==> src/rtl/iob_cpu_bus_arbiter_if.sv <==
// Bus bundle for iob_cpu_bus_arbiter.
// Carries both requester ports (instruction bus = requester 0, data bus =
// requester 1, packed side by side) and the single IOb slave port.
//   master : view used by the arbiter (it masters the memory port)
//   slave  : view used by the environment (requesters + memory)
// Signals:
//   m_valid_i/m_addr_i/m_wdata_i/m_wstrb_i  requester requests (packed x2)
//   m_ready_o/m_rvalid_o/m_rdata_o          per-requester responses
//   s_valid_o/s_addr_o/s_wdata_o/s_wstrb_o  slave request
//   s_ready_i/s_rvalid_i/s_rdata_i          slave response
//   grant_o, stray_rvalid_o                 status
interface iob_cpu_bus_arbiter_if #(
    parameter int ADDR_W = 32,
    parameter int DATA_W = 32
);
    logic [1:0]            m_valid_i;
    logic [2*ADDR_W-1:0]   m_addr_i;
    logic [2*DATA_W-1:0]   m_wdata_i;
    logic [2*DATA_W/8-1:0] m_wstrb_i;
    logic [1:0]            m_ready_o;
    logic [1:0]            m_rvalid_o;
    logic [2*DATA_W-1:0]   m_rdata_o;
    logic                  s_valid_o;
    logic [ADDR_W-1:0]     s_addr_o;
    logic [DATA_W-1:0]     s_wdata_o;
    logic [DATA_W/8-1:0]   s_wstrb_o;
    logic                  s_ready_i;
    logic                  s_rvalid_i;
    logic [DATA_W-1:0]     s_rdata_i;
    logic                  grant_o;
    logic                  stray_rvalid_o;

    modport master (
        input  m_valid_i, m_addr_i, m_wdata_i, m_wstrb_i,
        input  s_ready_i, s_rvalid_i, s_rdata_i,
        output m_ready_o, m_rvalid_o, m_rdata_o,
        output s_valid_o, s_addr_o, s_wdata_o, s_wstrb_o,
        output grant_o, stray_rvalid_o
    );

    modport slave (
        output m_valid_i, m_addr_i, m_wdata_i, m_wstrb_i,
        output s_ready_i, s_rvalid_i, s_rdata_i,
        input  m_ready_o, m_rvalid_o, m_rdata_o,
        input  s_valid_o, s_addr_o, s_wdata_o, s_wstrb_o,
        input  grant_o, stray_rvalid_o
    );
endinterface

==> src/rtl/iob_cpu_bus_arbiter.sv <==
// Two-requester round-robin arbiter merging the CPU instruction bus
// (requester 0) and data bus (requester 1) onto one IOb memory port.
// At most one transaction in flight; read data is routed back only to the
// requester that issued the read.
// Ports:
//   clk_i     clock
//   arst_n_i  asynchronous reset, active low
//   cke_i     clock enable; registers hold while low
//   bus       iob_cpu_bus_arbiter_if.master (requester + slave signals)
module iob_cpu_bus_arbiter #(
    parameter int ADDR_W = 32,
    parameter int DATA_W = 32
) (
    input  logic                  clk_i,
    input  logic                  arst_n_i,
    input  logic                  cke_i,
    iob_cpu_bus_arbiter_if.master bus
);
    localparam int STRB_W = DATA_W / 8;

    typedef enum logic [1:0] {IDLE, LOCK, RD_WAIT} state_t;

    state_t state;
    logic   last_grant;
    logic   owner;
    logic   lock_idx;
    logic   stray_q;

    logic              sel;
    logic              s_valid;
    logic              is_read;
    logic [ADDR_W-1:0] addr_sel;
    logic [DATA_W-1:0] wdata_sel;
    logic [STRB_W-1:0] wstrb_sel;
    logic [1:0]        ready_bits;
    logic [1:0]        rvalid_bits;
    logic [2*DATA_W-1:0] rdata_bits;

    always_comb begin
        // LOCK freezes the mux on the stalled requester; otherwise a tie goes
        // to the requester that was not served last.
        if (state == LOCK)
            sel = lock_idx;
        else if (&bus.m_valid_i)
            sel = ~last_grant;
        else
            sel = bus.m_valid_i[1];

        addr_sel  = sel ? bus.m_addr_i[ADDR_W +: ADDR_W]  : bus.m_addr_i[0 +: ADDR_W];
        wdata_sel = sel ? bus.m_wdata_i[DATA_W +: DATA_W] : bus.m_wdata_i[0 +: DATA_W];
        wstrb_sel = sel ? bus.m_wstrb_i[STRB_W +: STRB_W] : bus.m_wstrb_i[0 +: STRB_W];
        is_read   = (wstrb_sel == '0);

        // Handshake outputs are forced low while reset is asserted.
        s_valid = arst_n_i && (state != RD_WAIT) && bus.m_valid_i[sel];

        ready_bits = '0;
        if (arst_n_i && (state != RD_WAIT))
            ready_bits[sel] = bus.s_ready_i;

        rvalid_bits = '0;
        if (arst_n_i && (state == RD_WAIT) && bus.s_rvalid_i)
            rvalid_bits[owner] = 1'b1;

        rdata_bits = '0;
        if (rvalid_bits[0])
            rdata_bits[0 +: DATA_W] = bus.s_rdata_i;
        if (rvalid_bits[1])
            rdata_bits[DATA_W +: DATA_W] = bus.s_rdata_i;
    end

    assign bus.s_valid_o      = s_valid;
    assign bus.s_addr_o       = addr_sel;
    assign bus.s_wdata_o      = wdata_sel;
    assign bus.s_wstrb_o      = wstrb_sel;
    assign bus.m_ready_o      = ready_bits;
    assign bus.m_rvalid_o     = rvalid_bits;
    assign bus.m_rdata_o      = rdata_bits;
    assign bus.grant_o        = last_grant;
    assign bus.stray_rvalid_o = stray_q;

    always_ff @(posedge clk_i or negedge arst_n_i) begin
        if (!arst_n_i) begin
            state      <= IDLE;
            last_grant <= 1'b1;
            owner      <= 1'b0;
            lock_idx   <= 1'b0;
            stray_q    <= 1'b0;
        end else if (cke_i) begin
            stray_q <= bus.s_rvalid_i && (state != RD_WAIT);
            case (state)
                IDLE: begin
                    if (s_valid) begin
                        if (bus.s_ready_i) begin
                            last_grant <= sel;
                            if (is_read) begin
                                owner <= sel;
                                state <= RD_WAIT;
                            end
                        end else begin
                            lock_idx <= sel;
                            state    <= LOCK;
                        end
                    end
                end
                LOCK: begin
                    // Requester withdrew its request: abandon without a transfer.
                    if (!bus.m_valid_i[lock_idx]) begin
                        state <= IDLE;
                    end else if (bus.s_ready_i) begin
                        last_grant <= lock_idx;
                        if (is_read) begin
                            owner <= lock_idx;
                            state <= RD_WAIT;
                        end else begin
                            state <= IDLE;
                        end
                    end
                end
                RD_WAIT: begin
                    if (bus.s_rvalid_i)
                        state <= IDLE;
                end
                default: state <= IDLE;
            endcase
        end
    end
endmodule

==> src/flat_wrapper.sv <==
// flat-port wrapper written by rule: the top's interface ports become plain ports
module iob_cpu_bus_arbiter_flat 
#(
    parameter int ADDR_W = 32,
    parameter int DATA_W = 32
)
  (clk_i, arst_n_i, cke_i, bus_m_valid_i, bus_m_addr_i, bus_m_wdata_i, bus_m_wstrb_i, bus_s_ready_i, bus_s_rvalid_i, bus_s_rdata_i, bus_m_ready_o, bus_m_rvalid_o, bus_m_rdata_o, bus_s_valid_o, bus_s_addr_o, bus_s_wdata_o, bus_s_wstrb_o, bus_grant_o, bus_stray_rvalid_o);
  iob_cpu_bus_arbiter_if #(.ADDR_W(ADDR_W), .DATA_W(DATA_W)) bus_i ();
  input  logic clk_i;
  input  logic arst_n_i;
  input  logic cke_i;
  input wire logic [$bits(bus_i.m_valid_i)-1:0] bus_m_valid_i;
  input wire logic [$bits(bus_i.m_addr_i)-1:0] bus_m_addr_i;
  input wire logic [$bits(bus_i.m_wdata_i)-1:0] bus_m_wdata_i;
  input wire logic [$bits(bus_i.m_wstrb_i)-1:0] bus_m_wstrb_i;
  input wire logic [$bits(bus_i.s_ready_i)-1:0] bus_s_ready_i;
  input wire logic [$bits(bus_i.s_rvalid_i)-1:0] bus_s_rvalid_i;
  input wire logic [$bits(bus_i.s_rdata_i)-1:0] bus_s_rdata_i;
  output wire logic [$bits(bus_i.m_ready_o)-1:0] bus_m_ready_o;
  output wire logic [$bits(bus_i.m_rvalid_o)-1:0] bus_m_rvalid_o;
  output wire logic [$bits(bus_i.m_rdata_o)-1:0] bus_m_rdata_o;
  output wire logic [$bits(bus_i.s_valid_o)-1:0] bus_s_valid_o;
  output wire logic [$bits(bus_i.s_addr_o)-1:0] bus_s_addr_o;
  output wire logic [$bits(bus_i.s_wdata_o)-1:0] bus_s_wdata_o;
  output wire logic [$bits(bus_i.s_wstrb_o)-1:0] bus_s_wstrb_o;
  output wire logic [$bits(bus_i.grant_o)-1:0] bus_grant_o;
  output wire logic [$bits(bus_i.stray_rvalid_o)-1:0] bus_stray_rvalid_o;
  assign bus_i.m_valid_i = bus_m_valid_i;
  assign bus_i.m_addr_i = bus_m_addr_i;
  assign bus_i.m_wdata_i = bus_m_wdata_i;
  assign bus_i.m_wstrb_i = bus_m_wstrb_i;
  assign bus_i.s_ready_i = bus_s_ready_i;
  assign bus_i.s_rvalid_i = bus_s_rvalid_i;
  assign bus_i.s_rdata_i = bus_s_rdata_i;
  assign bus_m_ready_o = bus_i.m_ready_o;
  assign bus_m_rvalid_o = bus_i.m_rvalid_o;
  assign bus_m_rdata_o = bus_i.m_rdata_o;
  assign bus_s_valid_o = bus_i.s_valid_o;
  assign bus_s_addr_o = bus_i.s_addr_o;
  assign bus_s_wdata_o = bus_i.s_wdata_o;
  assign bus_s_wstrb_o = bus_i.s_wstrb_o;
  assign bus_grant_o = bus_i.grant_o;
  assign bus_stray_rvalid_o = bus_i.stray_rvalid_o;
  iob_cpu_bus_arbiter #(.ADDR_W(ADDR_W), .DATA_W(DATA_W)) u_core (.clk_i(clk_i), .arst_n_i(arst_n_i), .cke_i(cke_i), .bus(bus_i));
endmodule
==> config.mk <==
export PLATFORM = sky130hd
export DESIGN_NAME = iob_cpu_bus_arbiter_flat
export DESIGN_NICKNAME = d
export VERILOG_FILES = /design/src/rtl/iob_cpu_bus_arbiter_if.sv /design/src/rtl/iob_cpu_bus_arbiter.sv /design/src/flat_wrapper.sv
export SDC_FILE = /design/constraint.sdc
export NUM_CORES = 1
export LEC_CHECK = 0
export CAP_MARGIN = 20
export CORE_AREA = 10 10 114 116
export CTS_CLUSTER_DIAMETER = 50
export DETAILED_ROUTE_END_ITERATION = 8
export DIE_AREA = 0 0 124 126
export GPL_TIMING_DRIVEN = 1
export PLACE_DENSITY = 0.66
export SLEW_MARGIN = 20
export SYNTH_ARGS = -nofsm -noshare
export SYNTH_HDL_FRONTEND = slang
export SYNTH_SLANG_ARGS = --single-unit
==> constraint.sdc <==
create_clock -name clk_i -period 2.5 [get_ports clk_i]
set_input_delay 0.5 -clock clk_i [delete_from_list [all_inputs] [get_ports clk_i]]
set_output_delay 0.5 -clock clk_i [all_outputs]
set_load 0.005 [all_outputs]
==> flow_metrics.py, run 1 <==
metrics = {
    "worst_setup_path": {
        "path_class": "flip-flop to primary output",
        "critPathLaunch": "u_core.bus.grant_o$_DFFE_PN1P_",
        "crit_fanout": 5,
        "required_ps": 2000,
        "reg2regPathDepth": 9,
        "crit_path_start_kind": "flip-flop",
        "r2r-start": "u_core.state[0]$_DFFE_PN0P_",
        "worst_setup_path_end_kind": "primary output",
        "cp.arrival_ps": 2020,
    },
    "yosys": {
        "synth_top_area_frac": 0.441,
        "ys_seq_elements": 6,
        "yosysTopAreaCell": "mux2_2",
        "synthCells": 196,
        "syn_avg_cell_area_sq_um": 8.47,
        "synth_area_sq_um": 1660,
        "synth-seq-area-share": 0.0912,
        "synthTopCellsByArea": "mux2_2, and2_1, dfrtp_1",
        "yosysWarnings": 0,
        "yosysUniqueCellTypes": 28,
        "synth_nets": 371,
    },
    "grt": {
        "grt_pass1_wl_mm": 21.3,
        "grt_max_degree": 18,
        "overflow": 0,
        "grt_use_total": 0.180,
        "antenna_found_initial": 2,
        "grt_pass1_vias": 3209,
    },
    "timing": {
        "fin_crit_ps": 2520,
        "final_max_slew_viol_count": 0,
        "fin_crit_sh": 1.01,
        "slew_headroom": 0.777,
        "finalHoldViolations": 0,
        "layout_setup_ws_ps": -24.0,
        "fin_setup_tns_ps": -64.6,
        "rsz0062_at_grt": "true",
        "finalSetupViolCount": 4,
        "max_freq_ghz": 0.396,
        "tightest_slew_ps": 329,
        "skew_ps": 1.63,
    },
    "clock_network": {
        "cts_buffers": 3,
        "clock-sinks": 6,
        "clock-root-buffer": "clkbuf_8",
        "htreeDepth": 1,
        "clock_latency_ps": 220,
        "clock_path_buffers": 2,
        "cts_tree": "yes",
        "clk_pin_slew_ps": 40,
    },
    "job": {
        "max_cap_viol_count": 0,
    },
    "floorplan": {
        "die_h_microns": 126,
        "start_util": 0.155,
        "core-area_sq_um": 10700,
        "fp.dieW_microns": 124,
        "io_pins": 314,
        "fp.dieArea_sq_um": 15600,
        "row_count": 38,
    },
    "route": {
        "drt_iter0_markers": 79,
        "viasPerCell": 4.23,
        "wl_per_cell_microns": 22.4,
        "routed_wl_mm": 15.4,
        "drtPass1Iterations": 6,
        "via_count": 2904,
        "drc": 0,
        "antenna_left": 0,
    },
    "cells_and_area": {
        "final_common_cell": "clkdlybuf4s50_1",
        "fin_nets": 720,
        "regArea_sq_um": 151,
        "drive_above_1_share": 0.331,
        "syn_to_final_growth_pct": 229,
        "fill_cells": 1013,
        "fin_area_sq_um": 5460,
        "layout_common_cells": "clkdlybuf4s50_1, dlygate4sd2_1, and2_1",
        "multi_input_area_sq_um": 1560,
    },
    "placed_design": {
        "portBuffers": 313,
        "gp_congestion": 0.940,
        "detailed_place_hpwl_mm": 12.7,
        "dpl_cell_area_sq_um": 5140,
    },
    "pwr": {
        "p_per_area_nw_per_um2": 436,
        "finalPower_mw": 2.38,
        "vdd_drop_max_v": 0.000248,
        "p_leak_nw": 2.62,
    },
    "status": {
        "status": "finished with violations",
        "violations": "setup timing",
    },
    "min_path": {
        "hold_class": "input pin to asynchronous set/reset pin",
    },
}
[registers in the layout, summed over array words and instances, names as in the netlist]
register,count
u_core.lock_idx,1
u_core.bus.grant_o,1
u_core.owner,1
u_core.state,2
u_core.bus.stray_rvalid_o,1
[metal layers]
layer / vias to the layer above / track usage / part of all wire
met5: - / 0 / 0
met4: 0 / 0.0379 / 0.013
met3: 9 / 0.0648 / 0.11
met2: 164 / 0.347 / 0.54
met1: 1348 / 0.176 / 0.34
li1: 1383 / - / -
[cells in the mapped netlist]
cell type,instances
o31a_1,1
nand2_1,3
nand3_1,3
nand3b_1,3
o311ai_1,1
and2_1,64
clkbuf_1,6
nand4b_1,1
and3b_1,1
nor3_1,1
mux2_2,65
a22o_1,1
a311o_1,1
a21oi_1,3
inv_1,2
or4_1,2
a211o_1,1
nor2b_1,1
a31oi_2,1
mux2_1,6
nor2_1,9
o21ai_0,2
o31ai_1,1
nand2b_1,2
dfstp_2,1
buf_2,8
dfrtp_1,5
mux2i_1,1
[through the flow]
step                      worst slack, ps  utilization  instances  hold slack (ps)
after global placement               -487        0.480        655              517
after detailed placement             -493        0.480        655              521
final                               -24.0        0.511        686              395
after global routing                -76.3        0.511        686              393
after floorplan                       481            -        196              204
after CTS                           -40.0        0.503        686              390
[critical path, cell delays in order, from the launching register on]
cell     delay, ps
dfstp_2        550
nand2_4         60
a31oi_4        210
buf_12         130
buf_12         100
buf_8          120
buf_16         110
buf_6          100
mux2_4         290
buf_6          120
[cells by family (layout without fill, tap and decap cells)]
family                 after synthesis  after routing  synth area share
AND/OR/NAND/NOR                     90             90             0.325
multiplexers                        72             72             0.488
buffers and inverters               16            364            0.0422
AO/OA/AOI/OAI                       12             12            0.0543
flip-flops                           6              6            0.0912
other                                0              2                 0
[layout make-up]
type                            instances  area share
Timing Repair Buffer                  358       0.644
Multi-Input combinational cell        174       0.286
Sequential cell                         6      0.0277
Antenna cell                            2    0.000916
Clock buffer                            4     0.00825
Tap cell                              140      0.0321
Inverter                                2     0.00137
[final timing paths]
| kind | end | slack, ps |
|---|---|---|
| min | u_core.owner$_DFFE_PN0P_ | 390 |
| min reg2reg | u_core.bus.stray_rvalid_o$_DFFE_PN0P_ | 530 |
| max reg2reg | u_core.state[1]$_DFFE_PN0P_ | 780 |
| max | bus_s_wdata_o[20] | -20 |
| max in group asynchronous | u_core.bus.grant_o$_DFFE_PN1P_ | 1890 |
| min in group clk_i | u_core.bus.stray_rvalid_o$_DFFE_PN0P_ | 530 |
[power by group]
part / internal (mW) / switching [mW] / total (mW) / leakage, nW
registers: 0.127 / 0.0180 / 0.145 / 0.0760
logic: 1.36 / 0.715 / 2.08 / 2.52
clock network: 0.110 / 0.0465 / 0.157 / 0.0228
total: 1.60 / 0.780 / 2.38 / 2.62
[timing repair]
item / in CTS / in global routing
setup buffers: 20 / 1
pin swaps: 2 / 2
hold buffers: 0 / 0
gates cloned: 7 / 0
resized for setup: 337 / 57
setup endpoints to repair: 137 / 105
(Power assumes the default switching activity.)
==> inputs of run 2 (changes only) <==
ABC_AREA = 1   (was unset)
PLACE_DENSITY = 0.67   (was 0.66)
==> flow_metrics.py, run 2 <==
metrics = {
    "pwr": {
        "combPwrFrac": 0.913,
        "power_frac_seq": 0.049,
        "finalPower_mw": 3.95,
        "vdd_drop_max_v": 0.000317,
        "clkPwrFrac": 0.039,
        "switching_power_mw": 1.74,
        "p_int_mw": 2.21,
        "swShare": 0.440,
        "p_leak_nw": 3.53,
        "p_per_area_nw_per_um2": 697,
    },
    "cells_and_area": {
        "antenna_cells": 0,
        "largest_reg_flops": 2,
        "final_core_util": 0.529,
        "fin_cells": 907,
        "fin_nets": 943,
        "top_register": "u_core.state",
        "final_common_cell": "nand2_1",
        "fin_area_sq_um": 5660,
        "syn_to_final_growth_pct": 209,
        "layout_common_cells": "nand2_1, clkdlybuf4s50_1, dlygate4sd2_1",
        "drive_above_1_share": 0.119,
    },
    "yosys": {
        "synth_nets": 587,
        "synth_top_area_frac": 0.459,
        "syn_avg_cell_area_sq_um": 4.45,
        "synthTopCellsByArea": "nand2_1, nor2_1, inv_1",
        "synthCells": 412,
        "yosysMostFrequentCell": "nand2_1",
        "synth_area_sq_um": 1830,
        "yosysWarnings": 0,
        "ys_seq_elements": 6,
        "yosysUniqueCellTypes": 25,
        "synthFlopType": "dfrtp_1",
        "async_reset_ff_frac": 1.00,
        "synth-seq-area-share": 0.0827,
        "synth_common_cells": "nand2_1, nor2_1, inv_1",
        "yosysTopAreaCell": "nand2_1",
        "synth-edff-count": 0,
    },
    "worst_setup_path": {
        "reg2regPathDepth": 12,
        "crit_fanout": 22,
        "worst_setup_path_end_kind": "primary output",
        "timing.reg2reg.setup_slack_ps": 680,
        "path_class": "input pin to primary output",
        "required_ps": 2000,
        "r2r-end": "u_core.owner$_DFFE_PN0P_",
        "cp.arrival_ps": 1920,
        "r2r-start": "u_core.lock_idx$_DFFE_PN0P_",
        "crit_path_start_kind": "input pin",
    },
    "placed_design": {
        "portBuffers": 313,
        "gp_congestion": 0.895,
        "dpl_cell_area_sq_um": 5270,
        "dp_cells": 873,
        "detailed_place_hpwl_mm": 13.0,
        "dp_slack_ps": -283,
    },
    "timing": {
        "whs_ps": 505,
        "final_max_slew_viol_count": 0,
        "finalSetupViolCount": 0,
        "max_freq_ghz": 0.413,
        "slew_headroom": 0.829,
        "fin_crit_ps": 2420,
        "fin_crit_sh": 0.968,
        "tightest_slew_ps": 254,
        "layout_setup_ws_ps": 80.0,
        "skew_ps": 7.26,
        "finalHoldViolations": 0,
        "fin_setup_tns_ps": 0,
    },
    "min_path": {
        "min_to": "u_core.bus.grant_o$_DFFE_PN1P_",
        "hold_depth": 2,
        "holdCritStartpoint": "u_core.bus.grant_o$_DFFE_PN1P_",
        "hold_class": "flip-flop to flip-flop",
    },
    "floorplan": {
        "io_pins": 314,
        "start_util": 0.171,
        "fp.dieW_microns": 124,
        "core-area_sq_um": 10700,
        "row_count": 38,
        "fp.dieArea_sq_um": 15600,
        "die_h_microns": 126,
    },
    "route": {
        "drtPass1Iterations": 4,
        "drc": 0,
        "wl_per_cell_microns": 17.1,
        "met1_length_mm": 5.34,
        "antenna_left": 0,
        "routed-wl-met3_mm": 1.71,
        "routed_wl_mm": 15.5,
        "drt_iter0_markers": 110,
        "highest_layer": "met4",
        "viasPerCell": 4.16,
        "dr_wl_met2_mm": 8.25,
        "via_count": 3776,
    },
    "grt": {
        "grt_pass1_wl_mm": 21.2,
        "overflow": 0,
        "grt_pass1_vias": 3689,
        "antenna_found_initial": 0,
        "grt_max_degree": 26,
        "grt_use_total": 0.173,
    },
    "clock_network": {
        "clk_pin_slew_ps": 30,
        "htreeDepth": 1,
        "clock-root-buffer": "clkbuf_8",
        "clock_path_buffers": 2,
        "clock_latency_ps": 230,
        "cts_tree": "yes",
        "clock-sinks": 6,
        "cts_buffers": 3,
        "ctsHoldBuffers": 0,
    },
    "status": {
        "status": "finished clean",
    },
    "job": {
        "max_cap_viol_count": 0,
    },
}
## run 2: cell types whose count changed in the layout (fill, tap and decap cells not counted), sizes merged, moves of 8 or more
cell           before  now
and2               64    1
dlygate4sd2        66   97
mux2               71    0
nand2               3  234
buf                94   60
inv                 2   53
dlymetal6s2s        0   29
nor2                9   74
clkdlybuf4s15      16    6
nand3               3   11
## run 2: what timing repair did
action	in CTS	in global routing
gates resized for setup	148	42
gates cloned	5	3
pin swaps	1	3
buffers inserted	7	15
endpoints found under the setup margin	137	83
## run 2: cell type report
class                      count  area (sq um)
fill                        1095          5030
timing repair buffer         370          3680
multi-input combinational    334          1420
inverter                      53           199
tap                          140           175
sequential                     6           154
clock buffer                   4          45.0
## run 2: logic make-up (layout without fill, tap and decap cells)
family                 Yosys count  count (layout)  synth area share
buffers and inverters           73             427             0.176
AO/OA/AOI/OAI                    7               7            0.0191
AND/OR/NAND/NOR                326             327             0.723
flip-flops                       6               6            0.0827
## run 2: power groups by stage
stage	registers, mW	logic (mW)	clock network (mW)
2_1_floorplan	0.174	1.22	0
3_3_place_gp	0.182	3.21	0
3_5_place_dp	0.185	3.24	0
4_1_cts	0.185	3.37	0.158
5_1_grt	0.198	3.92	0.162
6_report	0.193	3.60	0.152
## run 2: worst max-delay path: stages
cell             delay [ps]
clkdlybuf4s50_1         480
inv_1                    70
nor4_4                  250
inv_2                    90
buf_8                   170
nor2_1                  100
dlygate4sd2_1           260
## run 2: how the worst max path moves through the flow
stage / start / endpoint / cells past startpoint / slack (ps)
6_report: bus_s_rvalid_i / bus_m_rdata_o[12] / 7 / 80
5_1_grt: bus_s_rvalid_i / bus_m_rdata_o[18] / 7 / -30
4_1_cts: bus_m_valid_i[0] / bus_s_wdata_o[3] / 8 / -220
3_3_place_gp: arst_n_i / bus_m_rdata_o[0] / 7 / -260
2_1_floorplan: u_core.bus.grant_o$_DFFE_PN1P_ / bus_s_addr_o[0] / 8 / 690
3_5_place_dp: arst_n_i / bus_m_rdata_o[12] / 7 / -280
## run 2: metal layers
| metal | GRT usage | vias up |
|---|---|---|
| li1 | - | 1910 |
| met3 | 0.0630 | 13 |
| met5 | 0 | - |
| met2 | 0.337 | 211 |
| met4 | 0.0379 | 0 |
| met1 | 0.166 | 1642 |
